<file path="config.mk">
export PLATFORM = sky130hd
export DESIGN_NAME = pipe_hazard_ctrl
export DESIGN_NICKNAME = d
export VERILOG_FILES = /design/src/rtl/pipe_hazard_ctrl_pkg.sv /design/src/rtl/pipe_hazard_ctrl_sat_counter.sv /design/src/rtl/pipe_hazard_ctrl.sv
export SDC_FILE = /design/constraint.sdc
export NUM_CORES = 1
export LEC_CHECK = 0
export BUFFER_PORTS_ARGS = -buffer_cell sky130_fd_sc_hd__clkbuf_2
export CAP_MARGIN = 15
export CORE_MARGIN = 4
export CORE_UTILIZATION = 45
export CTS_CLUSTER_SIZE = 25
export DETAILED_ROUTE_END_ITERATION = 6
export PLACE_DENSITY = 0.69
export REMOVE_ABC_BUFFERS = 1
export SETUP_SLACK_MARGIN = 0.3
export SKIP_LAST_GASP = 1
export SYNTH_ARGS = -nofsm -noshare
export SYNTH_HDL_FRONTEND = slang
export SYNTH_HIERARCHICAL = 1
export SYNTH_SLANG_ARGS = --single-unit
</file>
<file path="constraint.sdc">
create_clock -name clk -period 3.5 [get_ports clk]
set_input_delay 0.35 -clock clk [delete_from_list [all_inputs] [get_ports clk]]
set_output_delay 0.35 -clock clk [all_outputs]
set_load 0.05 [all_outputs]
</file>
<file path="src/rtl/pipe_hazard_ctrl_pkg.sv">
`default_nettype none
// ============================================================================
// Module   : pipe_hazard_ctrl_pkg
// Brief    : Shared types for the RV32I pipeline hazard sequencer: the FSM
//            state encoding, the bundle of pipeline-buffer control strobes
//            and the load-use detection helper.
// Revision : 1.0 - initial release
// ============================================================================
package pipe_hazard_ctrl_pkg;

    // Hazard sequencer states, explicitly encoded on two bits.
    typedef enum logic [1:0] {
        RUN      = 2'd0,
        MEM_WAIT = 2'd1,
        ERR      = 2'd2
    } hz_state_t;

    // Write-enable / flush strobes for the PC and the four pipeline buffers.
    // Kept with the pipeline-register structs so that every stage sees one
    // definition of the control bundle.
    typedef struct packed {
        logic pc_we;
        logic ifid_we;
        logic ifid_flush;
        logic idex_we;
        logic idex_flush;
        logic exmem_we;
        logic memwb_bubble;
    } pipe_ctrl_t;

    // Every strobe low: used while reset is held.
    localparam pipe_ctrl_t c_CTRL_IDLE     = '{1'b0, 1'b0, 1'b0, 1'b0, 1'b0, 1'b0, 1'b0};
    // Every stage advances, nothing is cleared.
    localparam pipe_ctrl_t c_CTRL_NORMAL   = '{1'b1, 1'b1, 1'b0, 1'b1, 1'b0, 1'b1, 1'b0};
    // Whole pipe holds; WB receives a bubble so nothing is written twice.
    localparam pipe_ctrl_t c_CTRL_FREEZE   = '{1'b0, 1'b0, 1'b0, 1'b0, 1'b0, 1'b0, 1'b1};
    // Wrong-path instructions in IF/ID and ID/EX are squashed.
    localparam pipe_ctrl_t c_CTRL_REDIRECT = '{1'b1, 1'b1, 1'b1, 1'b1, 1'b1, 1'b1, 1'b0};
    // Front end holds, a bubble enters EX while the load moves on.
    localparam pipe_ctrl_t c_CTRL_LOADUSE  = '{1'b0, 1'b0, 1'b0, 1'b1, 1'b1, 1'b1, 1'b0};

    // True when the instruction in ID reads the register a load in EX is
    // about to produce. x0 is never a real dependency.
    function automatic logic f_load_use(
        input logic       memread,
        input logic [4:0] rd,
        input logic [4:0] rs1,
        input logic       uses_rs1,
        input logic [4:0] rs2,
        input logic       uses_rs2
    );
        logic w_hit1;
        logic w_hit2;
        w_hit1 = uses_rs1 && (rs1 == rd);
        w_hit2 = uses_rs2 && (rs2 == rd);
        return memread && (rd != 5'd0) && (w_hit1 || w_hit2);
    endfunction

endpackage : pipe_hazard_ctrl_pkg
`default_nettype wire

</file>
<file path="src/rtl/pipe_hazard_ctrl_sat_counter.sv">
`default_nettype none
// ============================================================================
// Module   : sat_counter
// Brief    : Up-counter with enable that sticks at all-ones instead of
//            wrapping. Asynchronous active-high reset.
// Revision : 1.0 - initial release
// ============================================================================
module sat_counter #(
    parameter int WIDTH = 32
) (
    input  logic             clk,
    input  logic             rst,
    input  logic             en,
    output logic [WIDTH-1:0] count
);

    logic [WIDTH-1:0] r_count;

    // Count enabled cycles, holding once the maximum value is reached.
    always_ff @(posedge clk or posedge rst) begin
        if (rst) begin
            r_count <= '0;
        end else if (en && (r_count != {WIDTH{1'b1}})) begin
            r_count <= r_count + WIDTH'(1);
        end
    end

    assign count = r_count;

endmodule : sat_counter
`default_nettype wire

</file>
<file path="src/rtl/pipe_hazard_ctrl.sv">
`default_nettype none
// ============================================================================
// Module   : pipe_hazard_ctrl
// Brief    : Stall/flush sequencer for the 5-stage RV32I pipeline. Resolves
//            load-use, EX redirect and data-memory wait hazards, raises a
//            sticky error on memory timeout, and counts stall cycles and
//            redirect flushes.
// Revision : 1.0 - initial release
// ============================================================================
module pipe_hazard_ctrl
    import pipe_hazard_ctrl_pkg::*;
#(
    parameter int MEM_TIMEOUT = 16,
    parameter int CNT_W       = 32
) (
    input  logic             clk,
    input  logic             reset,
    input  logic [4:0]       id_rs1,
    input  logic [4:0]       id_rs2,
    input  logic             id_uses_rs1,
    input  logic             id_uses_rs2,
    input  logic             idex_memread,
    input  logic [4:0]       idex_rd,
    input  logic             ex_redirect,
    input  logic             exmem_memreq,
    input  logic             dmem_ready,
    output logic             pc_we,
    output logic             ifid_we,
    output logic             ifid_flush,
    output logic             idex_we,
    output logic             idex_flush,
    output logic             exmem_we,
    output logic             memwb_bubble,
    output logic             mem_err,
    output logic [CNT_W-1:0] stall_cnt,
    output logic [CNT_W-1:0] flush_cnt
);

    // Wait counter must be able to hold MEM_TIMEOUT itself.
    localparam int                  c_WCNT_W   = $clog2(MEM_TIMEOUT + 1);
    localparam logic [c_WCNT_W-1:0] c_WAIT_ONE = c_WCNT_W'(1);
    localparam logic [c_WCNT_W-1:0] c_WAIT_MAX = c_WCNT_W'(MEM_TIMEOUT);

    hz_state_t           r_state;
    logic [c_WCNT_W-1:0] r_wait_cnt;
    logic                r_mem_err;

    logic       w_load_use;
    logic       w_mem_stall;
    logic       w_redirect_apply;
    pipe_ctrl_t w_ctrl;

    assign w_load_use  = f_load_use(idex_memread, idex_rd, id_rs1, id_uses_rs1,
                                    id_rs2, id_uses_rs2);
    assign w_mem_stall = exmem_memreq && !dmem_ready;

    // Pick the control bundle by priority: freeze > redirect > load-use > normal.
    always_comb begin
        w_ctrl           = c_CTRL_NORMAL;
        w_redirect_apply = 1'b0;
        if (reset) begin
            w_ctrl = c_CTRL_IDLE;
        end else if (r_state == ERR) begin
            w_ctrl = c_CTRL_FREEZE;
        end else if (w_mem_stall) begin
            // EX is held, so a pending redirect is seen again on release.
            w_ctrl = c_CTRL_FREEZE;
        end else if (ex_redirect) begin
            w_ctrl           = c_CTRL_REDIRECT;
            w_redirect_apply = 1'b1;
        end else if (w_load_use) begin
            w_ctrl = c_CTRL_LOADUSE;
        end
    end

    // Memory-wait sequencer with timeout and sticky error.
    always_ff @(posedge clk or posedge reset) begin
        if (reset) begin
            r_state    <= RUN;
            r_wait_cnt <= '0;
            r_mem_err  <= 1'b0;
        end else begin
            case (r_state)
                RUN: begin
                    if (w_mem_stall) begin
                        r_state    <= MEM_WAIT;
                        r_wait_cnt <= c_WAIT_ONE;
                    end
                end
                MEM_WAIT: begin
                    if (!w_mem_stall) begin
                        r_state    <= RUN;
                        r_wait_cnt <= '0;
                    end else if (r_wait_cnt == c_WAIT_MAX) begin
                        r_state   <= ERR;
                        r_mem_err <= 1'b1;
                    end else begin
                        r_wait_cnt <= r_wait_cnt + c_WAIT_ONE;
                    end
                end
                ERR: begin
                    r_mem_err <= 1'b1;
                end
                default: begin
                    r_state    <= RUN;
                    r_wait_cnt <= '0;
                end
            endcase
        end
    end

    // Stall cycles are those where the PC does not advance.
    sat_counter #(
        .WIDTH (CNT_W)
    ) u_stall_cnt (
        .clk   (clk),
        .rst   (reset),
        .en    (!w_ctrl.pc_we),
        .count (stall_cnt)
    );

    sat_counter #(
        .WIDTH (CNT_W)
    ) u_flush_cnt (
        .clk   (clk),
        .rst   (reset),
        .en    (w_redirect_apply),
        .count (flush_cnt)
    );

    assign pc_we        = w_ctrl.pc_we;
    assign ifid_we      = w_ctrl.ifid_we;
    assign ifid_flush   = w_ctrl.ifid_flush;
    assign idex_we      = w_ctrl.idex_we;
    assign idex_flush   = w_ctrl.idex_flush;
    assign exmem_we     = w_ctrl.exmem_we;
    assign memwb_bubble = w_ctrl.memwb_bubble;
    assign mem_err      = r_mem_err;

endmodule : pipe_hazard_ctrl
`default_nettype wire

</file>
# After elaboration in Yosys (flattened, before gate mapping)
# Index checks and enable logic that the tools add are counted.
[word_totals]
mem_bits_rw = 0
memories = 0
latch_bits = 0
regBits = 72
output_inout_bits = 72
input_bits = 23
romBits = 0
[classes]
eq_ne = 12
div_mod_pow = 0
add_sub_neg = 3
shifts = 0
n_mux = 20
order_cmp = 0
n_bitwise = 1
reduce_logical = 16
multipliers = 0
[op_table]
columns = ["cell", "count"]
rows = [
  ["adder 32 x 1 -> 32 bit, second input constant", 2],
  ["inequality test 32 bit, second input constant", 2],
  ["2-to-1 mux 7 bit", 5],
  ["2-to-1 mux 5 bit", 3],
  ["one-hot mux 5 bit (3 select lines)", 1],
  ["equality test 5 bit", 2],
  ["AND reduction 3 bit", 3],
  ["logical AND 1 bit", 7],
  ["2-to-1 mux 1 bit", 6],
  ["2-to-1 mux 2 bit", 3],
  ["inequality test 2 bit, second input constant", 3],
  ["inequality test 3 bit, second input constant", 2],
  ["one-hot mux 2 bit (3 select lines)", 1],
  ["adder 5 x 1 -> 5 bit, second input constant", 1],
  ["equality test 5 bit, second input constant", 1],
  ["nonzero test 5 bit", 1],
  ["equality test 2 x 1 -> 1 bit, second input constant", 1],
  ["equality test 2 bit, second input constant", 1],
  ["zero test 1 bit", 2],
  ["zero test 2 bit", 1],
  ["one-hot mux 1 bit (2 select lines)", 1],
  ["nonzero test 2 bit", 1],
  ["logical OR 1 bit", 1],
  ["inverter 1 bit", 1],
]

# Logic depth before layout (Yosys ltp)
# Gate-level depths: netlist (run 1).
[depth]
depth_word = 11
ltp_mapped = 11

# Hierarchy
# The synthesis (run 1) kept the hierarchy.
[by_module_without_submodules]
columns = ["mod", "n_inst", "cells_each", "area_per_inst_um2", "seq_area_each_um2"]
rows = [
  ["sat_counter", 2, 139, 1561.5, 800.8],
  ["pipe_hazard_ctrl", 1, 69, 624.3, 200.2],
]

# Worst setup path after synthesis (run 1)
# OpenSTA, ideal clock, no wires.
[synth_timing]
path_kind = "register -> register"
from = "reg r_state[0]"
to = "reg u_flush_cnt.r_count[21], in the netlist u_flush_cnt/count[21]"
path_buffers = 2
t_required_ns = 3.358
setup_slack_ns = -0.010
path_stages_with_launch = 12
period_less_slack_ns = 3.510
arrival_time_ns = 3.368
path_cell_list = "dfrtp_1 buf_2 nor2b_1 nor3_2 nand2_1 inv_1 clkbuf_2 nand3_1 or4_4 a311oi_4 nand4_1 xnor2_1"
[synth_via]
elab_chain_len = 4
[synth_lines]
columns = ["item", "line_no", "rtl"]
rows = [
  ["from (decl)", "pipe_hazard_ctrl.sv:44", "hz_state_t r_state;"],
  ["from (signal assigned)", "pipe_hazard_ctrl.sv:79", "r_state <= RUN;"],
  ["from (signal assigned)", "pipe_hazard_ctrl.sv:86", "r_state <= MEM_WAIT;"],
  ["from (signal assigned)", "pipe_hazard_ctrl.sv:92", "r_state <= RUN;"],
  ["equality test 2 bit", "pipe_hazard_ctrl.sv:63", "end else if (r_state == ERR) begin"],
  ["2-to-1 mux 1 bit", "pipe_hazard_ctrl.sv:63", ""],
  ["2-to-1 mux 1 bit", "pipe_hazard_ctrl.sv:61", "if (reset) begin"],
  ["logical AND 1 bit", "pipe_hazard_ctrl_sat_counter.sv:23", "end else if (en && (r_count != {WIDTH{1'b1}})) begin"],
  ["to (signal assigned)", "pipe_hazard_ctrl_sat_counter.sv:24", "r_count <= r_count + WIDTH'(1);"],
  ["to (decl)", "pipe_hazard_ctrl_sat_counter.sv:17", "logic [WIDTH-1:0] r_count;"],
]
# Every way passes these cells.
# A chain may end at the register's enable or synchronous reset.

# Final worst setup path (run 1)
[layout_timing]
from = "in reset"
to = "reg u_flush_cnt.r_count[23], in the netlist u_flush_cnt/count[23]"
[layout_via]
elab_chain_len = 2
[layout_lines]
columns = ["item", "line_no", "rtl"]
rows = [
  ["from (decl)", "pipe_hazard_ctrl.sv:17", "input logic reset,"],
  ["2-to-1 mux 1 bit", "pipe_hazard_ctrl.sv:61", ""],
  ["logical AND 1 bit", "pipe_hazard_ctrl_sat_counter.sv:23", ""],
]
# Every way passes these cells.

==> summary by stage, run 1 <==
Timing
Subtracting the final worst setup slack from the clock period gives 2.82 ns. The total negative slack is 0 ns. At the pin with the least slew margin, the transition time is 0.712 ns. Setup repair after global routing left no endpoint under its margin. Final hold analysis gives a worst-case slack of approximately 0.40 ns. Setup violations remaining at the end of the flow were counted as 0. Clock skew on the completed layout was measured at 0.0122 ns.

Dividing the final minimum period by the clock period gives 0.807. The number of pins exceeding their max-slew limit in the final report came to 0. After layout, the worst setup slack is just under 0.7 ns. The headroom to the max-slew limit is 0.524. The top achievable clock speed is 354 MHz.

The count of final hold-check violations is 0.

Status
The flow ran to the end, and the final reports show no timing, DRC or antenna violations.

Route
The detailed router placed 3002 vias in this run. The iteration count of the initial detailed-routing pass is 4. Dividing the detail-routed wire length by the instance count gives 14.5 um. The routed design has 8130 um of wire. In the routed design, unresolved DRC markers number 0.

Once detail routing completed, the nets flagged for antenna violations numbered 0. The first routing iteration left 80 violations. The detail-routed via count per cell is ~5.4.

Setup path
The reg-to-reg critical path startpoint is r_state[0]$_DFFE_PP0P_. Data arrives at the worst endpoint at slightly above 3 ns. Walking the worst path, the cells encountered are dlygate4sd3_1 -> clkbuf_2 -> nor3_2 -> nand2_1 -> inv_1 -> nand3_1 -> or4_4 -> a311oi_4 -> buf_12 -> nand4_1 -> xnor2_1.

The library cell contributing the largest single delay on the critical path is dlygate4sd3_1. The category of the worst setup path launch point is an input port. The endpoint of the most critical register-to-register path is u_flush_cnt/count[23]$_DFFE_PP0P_. Of all nets on the critical path, the largest fanout is 10.

The setup slack on the worst flop-to-flop path is 0.79 ns. The required time reported for the critical path endpoint is 3.72 ns. The type of the worst setup path is input port to flop.

The cell depth of the worst flop-to-flop path is 10. The kind of end point of the critical path is a flop. The delay of the slowest cell on the worst path is 0.54 ns.

Logic synthesis
The sequential element share of the synthesized area is 0.481. Synthesis handed over a netlist of 347 instances. The number of different library cells in the post-synthesis netlist is 47.

In this run, synthesis inferred 0 flip-flops with an integrated enable. Of the total synthesized cell area, the portion taken by full adders, half adders and majority gates is 0.0134. The mux share of post-synthesis cell area is 0.0167. The share of synthesized flip-flops with an asynchronous set or reset is 1.00.

The complex-gate fraction of the synthesized area was 0.0758. The post-synthesis share of cell area spent on and, or, nand and nor gates is 0.234. After synthesis the netlist holds a flip-flop and latch count of between 70 and 80. Summing every instance area after synthesis gives 3750 um^2.

The parity-gate share of the synthesized area counting xor and xnor cells is 0.157. For this run, the number of Yosys warnings is 6. The dominant register cell in the synthesized netlist is dfrtp_1. A synthesized cell averages 10.8 um^2. The combinational family with the most area after synthesis is simple AND/OR/NAND/NOR gates.

Floorplanning
The die outline width is 99.3 um. For this design the top-level I/O count stands at 95. Measured along the y axis, the die boundary spans 99.3 um. The area of the die is 9850 um^2. The placement row count is 33.

The core box area is ~8000 um^2. For this configuration, the core starts out at a cell density of 0.458.

Clock tree
The source-to-sink clock delay at the later pin of the worst-skew pair is ~0.34 ns. The tree is rooted in a clkbuf_8. Clock tree synthesis inserted a total of 9 buffers. The number of clock sinks is between 70 and 80. The clock tree buffer depth is 2. The clock slew seen by the registers of the worst setup and hold paths is 0.07 ns. The number of levels the H-tree was split into is 3.

TritonCTS built the clock tree.

Global route
The total routing resource utilization after global routing is 0.171. The global-route wire length before repair is around 14000 um. The number of antenna violations at the first check in global routing is 0.

The global-route congestion overflow total is 0. The number of global-route vias before repair was 2980. Entering global routing, the biggest net connects 33 pins.

Power
The sequential cell fraction of total power is 0.442. Of the total power, the clock network draws 0.305. VDD sags by at most 385 uV. Of the total power, the share spent switching nets is 0.362. Summed over all cells, the static leakage comes to 2.17 nW. The share of total power dissipated in combinational logic is 0.253. The internal power of the cells totals between 1 and 1.5 mW.

The power density over the cells is 501 nW/um^2. In this run the power spent charging and discharging nets is 0.830 mW.

Hold path
For hold timing, the worst endpoint is r_wait_cnt[0]$_DFFE_PP0P_. The path class of the lowest-slack min-delay path is input port to flop. The startpoint identified for the worst hold timing path is dmem_ready. Along the worst hold path, the cell count comes to 4.

Layout
The count of antenna diodes in the layout is 0. In the layout the commonest cells are clkbuf_2, dfrtp_1, xnor2_1, nand3_1. The most common cell after layout, fill and taps aside is clkbuf_2. In the final layout, the share of cells above drive strength 1 is 0.300.

From synthesis to final layout, the design area changed by 22.3%. The final-stage net count is about 480. The share of the core filled with cells is 0.560.

Flow run
Across the run, the number of max-cap violations was 0.

Place
Once detailed placement completed, the half-perimeter wirelength came to 6130 um. The congestion estimate from routability-driven global placement came to 0.805. The number of input and output port buffers inserted is 94.

The setup slack at placement is 0.372 ns.
[metrics by stage]
| stage | instances | total power, mW | instance area (um^2) |
|---|---|---|---|
| after detailed placement | 542 | 1.61 | 4340 |
| after CTS | 558 | 2.32 | 4560 |
| final | 559 | 2.30 | 4580 |
| after floorplan | 338 | 1.45 | 3700 |
| after global routing | 559 | 2.41 | 4580 |
| after global placement | 542 | 1.60 | 4340 |
[cell usage after synthesis, types with 2 or more instances]
cell type,instances,area share
o21ai_0,2,0.0027
nand3_1,47,0.063
nand4_1,20,0.033
nand4_2,2,0.0067
nor2_1,12,0.012
a2111oi_4,2,0.015
nor3_1,3,0.0040
or3_1,2,0.0033
o22ai_1,3,0.0050
nor2b_1,2,0.0033
clkbuf_2,2,0.0027
mux2_2,2,0.0060
clkbuf_1,4,0.0040
and3_1,20,0.033
a311oi_4,2,0.014
a31oi_1,4,0.0067
ha_1,4,0.013
o31ai_1,2,0.0040
inv_1,11,0.011
a21oi_1,6,0.0080
and4_1,2,0.0047
nand2_2,2,0.0033
dfrtp_1,72,0.48
xor2_1,13,0.030
buf_4,2,0.0040
mux2i_1,4,0.011
xnor2_1,54,0.13
and4_2,2,0.0053
nor4_1,3,0.0050
a41oi_1,4,0.0093
nor4_4,2,0.011
or4_4,2,0.0060
nand2_1,19,0.019
[metal layers]
layer,track usage,share of wire,routed length [um]
met4,0.0672,0.019,153
met5,0,0,0
met2,0.276,0.47,3830
met3,0.0393,0.066,535
met1,0.224,0.44,3610
[what timing repair did]
item                                    CTS  global route
endpoints found under the setup margin    0             9
gates resized for setup                   0             0
hold buffers                              1             0
hold endpoints to repair                  6             0
setup buffers                             0             1
[cell type report]
cell class                 count  area, um^2
tap                          105         131
fill                         756        3590
inverter                      11        41.3
timing repair buffer         101         538
sequential                    72        1800
clock buffer                  10         128
multi-input combinational    255        1860
clock inverter                 5        82.6
[critical path, delay by kind of cell]
family / cells / cell delay [ns]
XOR/XNOR: 1 / 0.14
AND/OR/NAND/NOR: 5 / 1.19
AO/OA/AOI/OAI: 1 / 0.27
buffers and inverters: 4 / 1.09
[registers in the layout, indices dropped and copies added (netlist names)]
name	cells
mem_err	1
r_state	2
r_wait_cnt	5
u_flush_cnt/count	32
u_stall_cnt/count	32
[power groups by stage]
| stage | combinational (mW) | sequential (mW) | clock (mW) |
|---|---|---|---|
| floorplan | 0.200 | 1.25 | 0 |
| global placement | 0.576 | 1.02 | 0 |
| detailed placement | 0.582 | 1.03 | 0 |
| CTS | 0.585 | 1.01 | 0.721 |
| global route | 0.623 | 1.03 | 0.760 |
| finish | 0.580 | 1.01 | 0.701 |
[worst max-delay path by stage]
stage / start / end / depth (start not counted)
after CTS: reset / u_flush_cnt/count[15]$_DFFE_PP0P_ / 10
after global routing: idex_rd[4] / u_stall_cnt/count[31]$_DFFE_PP0P_ / 10
after global placement: idex_rd[4] / u_stall_cnt/count[31]$_DFFE_PP0P_ / 10
final: reset / u_flush_cnt/count[23]$_DFFE_PP0P_ / 11
after floorplan: r_state[0]$_DFFE_PP0P_ / u_flush_cnt/count[31]$_DFFE_PP0P_ / 9
after detailed placement: idex_rd[3] / u_stall_cnt/count[31]$_DFFE_PP0P_ / 10
[cell families (layout without fill, tap and decap cells)]
group | count (synthesis) | after routing
AND/OR/NAND/NOR | 148 | 148
flip-flops | 72 | 72
XOR/XNOR | 67 | 67
AO/OA/AOI/OAI | 30 | 30
buffers and inverters | 20 | 127
multiplexers | 6 | 6
adder cells (fa/ha/maj) | 4 | 4
Note: power is estimated with default switching activity, not from simulation.
==> inputs of run 2 (changes only) <==
Settings changed: ABC_AREA from default to 1, PLACE_DENSITY 0.69 to 0.67.
Clock period 3.5 ns to 2.95 ns, I/O delays scaled along.
==> run 2 against run 1 <==
  * Clock-buffer cell count grew 3
  * Total power rose by 27%
  * Combinational power grew 3%
  * Register-to-register slack better by 0.10 ns
  * Area after synthesis up 42%
  * Routed wire length grew 68%
  * Die area rose by 38%
  * Critical endpoint is now idex_flush
  * Largest power group is now the clock network
==> summary by stage, run 2 <==
Power
The power density over the cells is 471 nW/um^2. The relative contribution of combinational cells to total power is 0.206. Of the total power, registers draw 0.391.

Summed over all nets, the switching power comes to roughly 0.96 mW. Of the total power, the share spent switching nets is 0.328. The final total power is 2.91 mW.

Of the total power, the clock network draws 0.403. The maximum ir drop on the vdd rail is 345 uV. The static leakage is 3.30 nW.

The total internal power is 1.96 mW.

Timing
The final critical delay including setup and external delays is 2.35 ns. Timing would allow up to 425 MHz. The total negative slack is 0 ns.

The worst pin sits at a relative slew slack of 0.709. For the pin with the worst max-slew slack, the measured transition is 0.437 ns. The final number of setup-violating endpoints is 0.

Setup repair after global routing left no endpoint under its margin. The worst clock skew on the final layout is 0.00839 ns. The number of pins exceeding their max-slew limit in the final report is 0.

The count of final hold-check violations is 0. The final worst-path cycle share is 0.797.

Floorplanning
During I/O placement, the number of pins put on the boundary was 95. The region available for standard cell placement spans 11500 um^2. The initial utilization of the core area, before any placement, comes to 0.463.

The area of the die is 13600 um^2. The die outline width is 117 um. The die span in y is 117 um. The floorplan has 39 rows.

Global route
The total overflow left after global routing is 0. The number of global-route vias before repair is 4756. The global-route wire length before repair is roughly 23000 um. The number of antenna violations at the first check in global routing is 0. Entering global routing, the biggest net connects 33 pins. Across every metal layer, demand over resource in global routing totals 0.211.

Layout
The area of combinational cells with multiple inputs is 3030 um^2. The share of layout cells above drive strength 1 is 0.169. The final-stage net count is 969.

The number of antenna diodes in the final layout is 0. Leaving out fill and tap cells, the most frequent cells in the layout are nand2_1, nor2_1, clkbuf_2, inv_1, dfrtp_1. The number of fill cells is 1178. The most common cell after layout, fill and taps aside is nand2_1. Relative to the synthesized area, the layout overhead comes to 16.4%. In the final layout, flip-flops and latches occupy approximately 1800 um^2.

Setup path
Measured in cells, the most critical reg-to-reg path has a length of 10. Among the stages of the critical path, the cell type that occurs most often is clkbuf_2. The kind of end point of the critical path is a primary output. The delay of the slowest cell on the worst path is 0.53 ns.

On the critical path, the stage with the largest delay is an instance of dlygate4sd3_1. Data arrives at the worst endpoint at 2.06 ns. The worst register-to-register path ends at u_stall_cnt/count[23]$_DFFE_PP0P_. The type of the worst setup path is input port to primary output.

The category of the worst setup path launch point is an input port. The required time reported for the critical path endpoint is between 2 and 3 ns. In this run the worst setup path begins at reset. In this run the worst setup path terminates at idex_flush. The signal on the critical path passes through dlygate4sd3_1 -> clkbuf_2 -> clkinvlp_4 -> nand3_2 -> nor2_2 -> o21bai_1 -> clkbuf_2.

Along the worst path, the maximum fanout reaches 9. The setup slack on the worst flop-to-flop path is just under 0.9 ns. In this run the critical register-to-register path is launched from r_state[1]$_DFFE_PP0P_.

Logic synthesis
After technology mapping, the gate count stands at 846. The commonest cells after synthesis are nand2_1, nor2_1, inv_1. Averaged over all synthesized cells, the footprint is around 6.3 um^2. For this run, the leading register cell type out of synthesis is dfrtp_1. For this run, asynchronously set or reset flops after synthesis account for 1.00.

The number of different library cells in the post-synthesis netlist is 30. The dominant cell type by area after synthesis is dfrtp_1. The share of the synthesized area in the top cell type is 0.339. The synthesized design contains 0 enable-type register cells. The Yosys step of the flow raised 6 warnings.

The sequential element share of the synthesized area is 0.339. Counting flops and latches in the post-synthesis netlist gives a little over 70. Yosys attributes the largest share of cell area to dfrtp_1, nand2_1, nor2_1, inv_1, nand3_1.

Yosys instantiated no cell more often than nand2_1. The post-synthesis instance area is 5310 um^2.

Clock tree
The clock tree synthesis step divided the H-tree into 3 levels. The clock net in this run drives a total of 72 sinks. The longest clock path from root to sink contains 2 buffers.

The CTS tree is yes. The number of clock buffers inserted by TritonCTS is 9. The cell sitting at the root of the clock tree is a clkbuf_16. For the worst-skew pair, the clock arrives at the later sink with an insertion delay of 0.34 ns. The clock slew seen by the registers of the worst setup and hold paths is 0.05 ns.

Route
The routed layout has 5232 vias. Dividing the detail-routed via count by the number of cells gives roughly 4.8. Dividing the detail-routed wire length by the instance count gives 12.6 um. The iteration count of the initial detailed-routing pass is 5.

For this block, the routed nets add up to about 14000 um of wire. The post-detailed-route DRC marker count is 0. The first-iteration detailed-routing DRC count is 349.

Once detail routing completed, the nets flagged for antenna violations numbered 0.

Place
During placement, the flow inserted port buffers numbering 94. Routability-driven placement finished with a final weighted congestion of 0.880. The HPWL after detailed placement is between 10000 and 15000 um.

Hold path
The path class of the tightest hold or removal check is input port to flop. The worst hold path passes through 4 cells.

Flow run
The tool flagged a number of max-cap violations equal to 0.

Status
The run finished with clean final reports.
-- run 2: power groups by stage --
| stage | Sequential (mW) | Combinational [mW] | Clock [mW] |
|---|---|---|---|
| after global placement | 1.16 | 0.599 | 0 |
| after global routing | 1.16 | 0.648 | 1.24 |
| after floorplan | 1.33 | 0.261 | 0 |
| final | 1.14 | 0.599 | 1.18 |
| after CTS | 1.14 | 0.605 | 1.20 |
| after detailed placement | 1.16 | 0.600 | 0 |
-- run 2: worst min-delay path by stage --
| stage | from | to | slack (ns) |
|---|---|---|---|
| global route | dmem_ready | r_wait_cnt[3]$_DFFE_PP0P_ | 0.32 |
| floorplan | reset | mem_err$_DFFE_PP0P_ | 0.13 |
| global placement | reset | r_state[1]$_DFFE_PP0P_ | 0.29 |
| CTS | dmem_ready | r_wait_cnt[2]$_DFFE_PP0P_ | 0.28 |
| finish | dmem_ready | r_wait_cnt[2]$_DFFE_PP0P_ | 0.30 |
| detailed placement | reset | r_state[1]$_DFFE_PP0P_ | 0.30 |
-- run 2: worst max-delay path: cells and delay by family --
family	cells	cell delay [ns]
AOI/OAI and AO/OA	1	0.19
and+or+nand+nor	2	0.41
buffers and inverters	4	1.16
-- run 2: metal layers --
| metal | track usage | vias to the layer above | part of all wire |
|---|---|---|---|
| met4 | 0.0696 | 0 | 0.013 |
| met3 | 0.0321 | 11 | 0.045 |
| met2 | 0.330 | 102 | 0.45 |
| met1 | 0.299 | 2368 | 0.49 |
| li1 | - | 2751 | - |
| met5 | 0 | - | 0 |
-- run 2: logic make-up after synthesis --
logic type / count (synthesis) / share of synthesized area
flops: 72 / 0.339
buf+inv: 105 / 0.0916
xor+xnor: 26 / 0.0429
simple gates: 620 / 0.497
compound gates: 19 / 0.0200
fa+ha+maj: 4 / 0.00942
-- run 2: final cells by class --
cell class	instances	share of cell area
sequential	72	0.291
clock buffer	13	0.0405
inverter	91	0.0558
tap	143	0.0289
clock inverter	3	0.0105
multi-input combinational	669	0.490
timing repair buffer	99	0.0826
-- run 2: stage by stage --
stage	util	hold slack (ns)	std cells	setup WS [ns]	instance area (um^2)
after floorplan	-	0.127	832	0.177	5170
after global placement	0.511	0.294	1073	0.750	5850
after detailed placement	0.511	0.304	1073	0.688	5850
after CTS	0.539	0.284	1090	0.457	6180
after global routing	0.539	0.318	1090	0.435	6180
final	0.539	0.297	1090	0.599	6180
-- run 2: timing repair --
item / CTS / global route
endpoints found under the hold margin: 8 / 0
setup endpoints to repair: 0 / 1
buffers inserted: 0 / 0
hold buffers: 1 / 0
gates resized for setup: 0 / 1
